`src/rtl/axi_lite_pkg.sv`:
```
// axi_lite_pkg: shared response codes, channel FSM states and address-to-index helper
package axi_lite_pkg;
  typedef enum logic [1:0] {OKAY = 2'b00, EXOKAY = 2'b01, SLVERR = 2'b10, DECERR = 2'b11} resp_t;
  typedef enum logic {W_IDLE, W_RESP} wr_state_t;
  typedef enum logic {R_IDLE, R_DATA} rd_state_t;
  function automatic logic [63:0] addr_to_idx(input logic [63:0] addr, input int unsigned ofs);
    return addr >> ofs;
  endfunction
endpackage

```
`src/rtl/axi_lite_reg_decode.sv`:
```
// axi_lite_reg_decode: byte address -> register index, in-range and read-only flags
// Ports: addr (byte address in), idx (register index out), in_range (idx < NREG), ro (RO_MASK bit of idx)
module axi_lite_reg_decode
  import axi_lite_pkg::*;
#(
  parameter int ASIZE = 32,
  parameter int DSIZE = 32,
  parameter int NREG = 16,
  parameter logic [NREG-1:0] RO_MASK = '0
) (
  input  logic [ASIZE-1:0]         addr,
  output logic [$clog2(NREG)-1:0]  idx,
  output logic                     in_range,
  output logic                     ro
);
  logic [63:0] full_idx;
  assign full_idx = addr_to_idx(64'(addr), $clog2(DSIZE / 8));
  assign in_range = full_idx < 64'(NREG);
  assign idx = full_idx[$clog2(NREG)-1:0];
  assign ro = in_range & RO_MASK[idx];
endmodule

```
`src/rtl/axi_lite_reg_bank.sv`:
```
// axi_lite_reg_bank: AXI4-Lite slave exposing NREG RW/RO registers
// Ports: axi_lite_* AXI4-Lite slave channels (sync active-low reset axi_lite_resetn),
//        reg_q flattened RW contents, reg_wr_pulse per-register commit strobe, status_in RO sources.
// Optional: define AXI_LITE_REG_DECERR_EN to answer out-of-range and RO-write accesses with SLVERR.
module axi_lite_reg_bank
  import axi_lite_pkg::*;
#(
  parameter int ASIZE = 32,
  parameter int DSIZE = 32,
  parameter int NREG = 16,
  parameter logic [NREG-1:0] RO_MASK = '0,
  parameter logic [DSIZE-1:0] RST_VAL = '0
) (
  input  logic                   axi_lite_aclk,
  input  logic                   axi_lite_resetn,
  input  logic                   axi_lite_awvalid,
  output logic                   axi_lite_awready,
  input  logic [ASIZE-1:0]       axi_lite_awaddr,
  input  logic                   axi_lite_wvalid,
  output logic                   axi_lite_wready,
  input  logic [DSIZE-1:0]       axi_lite_wdata,
  output logic [1:0]             axi_lite_bresp,
  output logic                   axi_lite_bvalid,
  input  logic                   axi_lite_bready,
  input  logic                   axi_lite_arvalid,
  output logic                   axi_lite_arready,
  input  logic [ASIZE-1:0]       axi_lite_araddr,
  output logic                   axi_lite_rvalid,
  input  logic                   axi_lite_rready,
  output logic [DSIZE-1:0]       axi_lite_rdata,
  output logic [1:0]             axi_lite_rresp,
  output logic [NREG*DSIZE-1:0]  reg_q,
  output logic [NREG-1:0]        reg_wr_pulse,
  input  logic [NREG*DSIZE-1:0]  status_in
);
  localparam int IW = $clog2(NREG);
  wr_state_t w_state;
  rd_state_t r_state;
  logic aw_held, w_held, aw_hs, w_hs, ar_hs, commit;
  logic [ASIZE-1:0] aw_addr_q, w_addr;
  logic [DSIZE-1:0] w_data_q, w_data;
  logic [IW-1:0] w_idx, r_idx;
  logic w_in_range, w_ro, r_in_range, r_ro, w_err, r_err;
  assign axi_lite_awready = w_state == W_IDLE && !aw_held;
  assign axi_lite_wready = w_state == W_IDLE && !w_held;
  assign axi_lite_bvalid = w_state == W_RESP;
  assign axi_lite_arready = r_state == R_IDLE;
  assign axi_lite_rvalid = r_state == R_DATA;
  assign aw_hs = axi_lite_awvalid & axi_lite_awready;
  assign w_hs = axi_lite_wvalid & axi_lite_wready;
  assign ar_hs = axi_lite_arvalid & axi_lite_arready;
  // a write commits once both halves are present, whether latched earlier or arriving now
  assign commit = (aw_held | aw_hs) & (w_held | w_hs);
  assign w_addr = aw_held ? aw_addr_q : axi_lite_awaddr;
  assign w_data = w_held ? w_data_q : axi_lite_wdata;
`ifdef AXI_LITE_REG_DECERR_EN
  assign w_err = !w_in_range | w_ro;
  assign r_err = !r_in_range;
`else
  assign w_err = 1'b0;
  assign r_err = 1'b0;
`endif
  axi_lite_reg_decode #(.ASIZE(ASIZE), .DSIZE(DSIZE), .NREG(NREG), .RO_MASK(RO_MASK)) u_wdec (
    .addr(w_addr), .idx(w_idx), .in_range(w_in_range), .ro(w_ro)
  );
  axi_lite_reg_decode #(.ASIZE(ASIZE), .DSIZE(DSIZE), .NREG(NREG), .RO_MASK(RO_MASK)) u_rdec (
    .addr(axi_lite_araddr), .idx(r_idx), .in_range(r_in_range), .ro(r_ro)
  );
  always_ff @(posedge axi_lite_aclk) begin
    if (!axi_lite_resetn) begin
      w_state <= W_IDLE;
      aw_held <= 1'b0;
      w_held <= 1'b0;
      aw_addr_q <= '0;
      w_data_q <= '0;
      axi_lite_bresp <= '0;
      reg_q <= {NREG{RST_VAL}};
      reg_wr_pulse <= '0;
    end else begin
      reg_wr_pulse <= '0;
      if (commit) begin
        w_state <= W_RESP;
        aw_held <= 1'b0;
        w_held <= 1'b0;
        axi_lite_bresp <= w_err ? SLVERR : OKAY;
        if (w_in_range && !w_ro) begin
          reg_q[w_idx*DSIZE +: DSIZE] <= w_data;
          reg_wr_pulse[w_idx] <= 1'b1;
        end
      end else begin
        if (aw_hs) begin
          aw_held <= 1'b1;
          aw_addr_q <= axi_lite_awaddr;
        end
        if (w_hs) begin
          w_held <= 1'b1;
          w_data_q <= axi_lite_wdata;
        end
        if (w_state == W_RESP && axi_lite_bready) w_state <= W_IDLE;
      end
    end
  end
  // reg_q is sampled before this edge's write lands, so a same-cycle read sees the old value
  always_ff @(posedge axi_lite_aclk) begin
    if (!axi_lite_resetn) begin
      r_state <= R_IDLE;
      axi_lite_rdata <= '0;
      axi_lite_rresp <= '0;
    end else if (ar_hs) begin
      r_state <= R_DATA;
      axi_lite_rdata <= !r_in_range ? '0 : r_ro ? status_in[r_idx*DSIZE +: DSIZE] : reg_q[r_idx*DSIZE +: DSIZE];
      axi_lite_rresp <= r_err ? SLVERR : OKAY;
    end else if (axi_lite_rvalid && axi_lite_rready) begin
      r_state <= R_IDLE;
    end
  end
endmodule

```
`config.mk`:
```
export PLATFORM = sky130hd
export DESIGN_NAME = axi_lite_reg_bank
export DESIGN_NICKNAME = d
export VERILOG_FILES = /design/src/rtl/axi_lite_pkg.sv /design/src/rtl/axi_lite_reg_decode.sv /design/src/rtl/axi_lite_reg_bank.sv
export SDC_FILE = /design/constraint.sdc
export NUM_CORES = 1
export LEC_CHECK = 0
export CAP_MARGIN = 0
export CORE_AREA = 4 4 462 464
export CTS_CLUSTER_SIZE = 12
export DETAILED_ROUTE_END_ITERATION = 7
export DIE_AREA = 0 0 466 468
export GPL_TIMING_DRIVEN = 0
export HOLD_SLACK_MARGIN = 0.03
export SLEW_MARGIN = 40
export SYNTH_ARGS = -nofsm -noshare
export SYNTH_HDL_FRONTEND = slang
export SYNTH_HIERARCHICAL = 1
export SYNTH_SLANG_ARGS = --single-unit
```
`constraint.sdc`:
```
create_clock -name axi_lite_aclk -period 5.1 [get_ports axi_lite_aclk]
set_clock_uncertainty 0.2 [all_clocks]
set_input_delay 0.765 -clock axi_lite_aclk [delete_from_list [all_inputs] [get_ports axi_lite_aclk]]
set_output_delay 0.765 -clock axi_lite_aclk [all_outputs]
set_load 0.02 [all_outputs]
```
==> reports/qor.csv <==
stage,metric,value,unit
worst_setup_path,slowest cell delay on critical path,630,ps
sta,Setup TNS Final,0,ps
place,placed cell count,7376,
floorplanning,Core Region,209000,sq um
clock_tree,H-tree depth,3,
place,DPL Wire Length,285000,microns
worst_setup_path,Setup CP Type,register to register,
power_and_ir_drop,leakage power,0.0200,uW
sta,final hold slack,254,ps
layout,nets,5289,
sta,Slew HR,0.311,
sta,Final Cycle Share,0.982,
grt,global-route wire length before repair,423000,microns
logic_synthesis,Mapped Avg Cell Area,9.83,sq um
worst_setup_path,"Largest delay share family, worst path",buffers and inverters,
clock_tree,total CTS buffers,83,
sta,Final Hold Viols,0,
worst_setup_path,critical-path cell list,buf_2 -> clkbuf_2 -> mux2_2 -> buf_4 -> clkbuf_1 -> inv_1 -> ha_1 -> nand2b_1 -> a222oi_1 -> buf_2 -> nand3_1 -> buf_2 -> mux2i_1,
worst_setup_path,slowest CP cell,nand3_1,
place,final RePlAce weighted congestion,0.953,
worst_setup_path,crit path max fanout,10,
floorplanning,Chip Width,466,microns
power_and_ir_drop,PwrDens,267,nW/um^2
layout,layout cells sized above 1,0.151,
routing,Via Count,37100,
floorplanning,I/O Pins,1184,
logic_synthesis,Syn Inst Count,3358,
worst_setup_path,CP startpoint kind,register,
sta,"Slew Viols, Final",0,
routing,drt drc,0,
layout,Layout Cells excl Fill,7614,
clock_tree,CTS sink count,626,
sta,Least-Margin Pin Slew,1020,ps
clock_tree,clock slew at reported path FFs,60,ps
min_path,Hold Path Class,register to register,
sta,fin crit period,5010,ps
floorplanning,Cell Rows,168,
power_and_ir_drop,maximum VDD drop,0.000225,V
layout,final-layout fill cell count,22400,
sta,number of setup violations in the final report,0,
routing,Post-Route WL,348000,microns
place,pre-CTS setup slack,-294,ps
worst_setup_path,reg-to-reg setup timing slack,90,ps
sta,Setup WS post-layout,89.3,ps
layout,Multi-input gate area,19000,sq um
worst_setup_path,"Data required, critical path",5490,ps
grt,global route overflow,0,
routing,DR vias/cell,4.88,
worst_setup_path,Crit path top cell by count,buf_2,
clock_tree,Worst-Skew Late Latency,740,ps
worst_setup_path,CP Data Arrival Time,5400,ps
layout,Area Overhead vs Synth,59.2,%
routing,first drt pass iteration count,7,
floorplanning,die area,218000,sq um
clock_tree,CTS Hold Bufs,0,
floorplanning,Initial Util,0.158,
clock_tree,Max clock buf depth,3,
run_status,outcome,"finished, final reports clean",
clock_tree,CTS Root Cell,clkbuf_16,
layout,FF/Latch Area,12500,sq um
grt,largest net degree at the start of global routing,13,
floorplanning,chip height,468,microns
logic_synthesis,Post-Synthesis Cell Area,33000,sq um
routing,Routed Antenna Nets,0,
logic_synthesis,YS warnings,6,
sta,f_max,200,MHz
flow_run,Max-Cap Viols,0,
place,Port Buf Inserts,1170,
grt,vias in the first global route,36000,
worst_setup_path,CP Capture Type,register,
grt,Global Route Usage Sum,0.305,
worst_setup_path,Bufs and invs on worst path,7,
worst_setup_path,reg2reg path depth,13,
clock_tree,CTS tree,done,
grt,antenna violations before repair,182,
min_path,WHS Path Cells,2,
routing,wire per inst,45.8,microns
routing,Initial DRC Count,4533,
worst_setup_path,critical path depth,13,
==> power breakdown <==
| part | internal, uW | switching, uW | total (uW) | leakage, uW |
|---|---|---|---|---|
| Combinational | 993 | 1710 | 2710 | 0.0136 |
| Sequential | 4920 | 16.9 | 4940 | 0.00504 |
| Clock | 3700 | 2670 | 6370 | 0.00139 |
==> layer usage <==
| metal | GRT usage | share of wire | wire [microns] |
|---|---|---|---|
| met2 | 0.487 | 0.45 | 157000 |
| met3 | 0.111 | 0.10 | 36000 |
| met5 | 0 | 0.0017 | 604 |
| met4 | 0.177 | 0.065 | 22600 |
| met1 | 0.352 | 0.38 | 132000 |
==> cells in the final DEF (no fill, tap or decap), drive strengths merged, types with 37 or more instances in the layout <==
master,count
clkdlybuf4s50,1170
nand2,776
mux2i,693
dfxtp,626
clkbuf,285
buf,189
mux4,160
mux2,105
a21oi,98
diode,80
nor2,77
a22oi,65
o21ai,54
a2111oi,54
a21boi,41
nand3,41
and2,37
==> cell type report <==
class,instances,share of cell area
diodes,80,0.00381
well taps,2805,0.0668
plain buffers,307,0.0320
repair buffers,1221,0.241
flip-flops and latches,626,0.238
inverters,31,0.00221
clock inverters,32,0.00921
clock buffers,116,0.0455
multi-input cells,2396,0.361
==> per-stage QoR <==
step           utilization  area [sq um]  total power (uW)
2_1_floorplan            -         33000              5960
3_3_place_gp         0.231         48300              7480
3_5_place_dp         0.236         49400              7610
4_1_cts              0.250         52300             14000
5_1_grt              0.251         52400             14300
6_report             0.251         52500             14000
==> flip-flops by register name (all words and copies together), names as in the netlist <==
name	count
reg_q	512
axi_lite_rdata	32
w_data_q	32
aw_addr_q	30
reg_wr_pulse	16
aw_held	1
axi_lite_bvalid	1
axi_lite_rvalid	1
w_held	1
==> path summary, 6_finish.rpt <==
path	to	startpoint
setup reg to reg	reg_q[435]	aw_held
hold reg to reg	w_data_q[30]	w_data_q[30]
hold / removal	w_data_q[30]	w_data_q[30]
setup / recovery	reg_q[435]	aw_held
==> timing repair <==
action                                  in CTS  in global routing
buffers inserted                             3                  8
pin swaps                                    1                  2
hold endpoints to repair                     0                  0
resized for setup                            6                  4
endpoints found under the setup margin      61                378
==> worst reg2reg max path: cells and delay by family, from the launching register on <==
family,cells,cell delay (ps)
simple gates,2,810
compound gates,1,320
flops,1,310
fa+ha+maj,1,380
mux,2,490
buf+inv,7,2370
No activity file was read; power rests on OpenSTA's default activity.
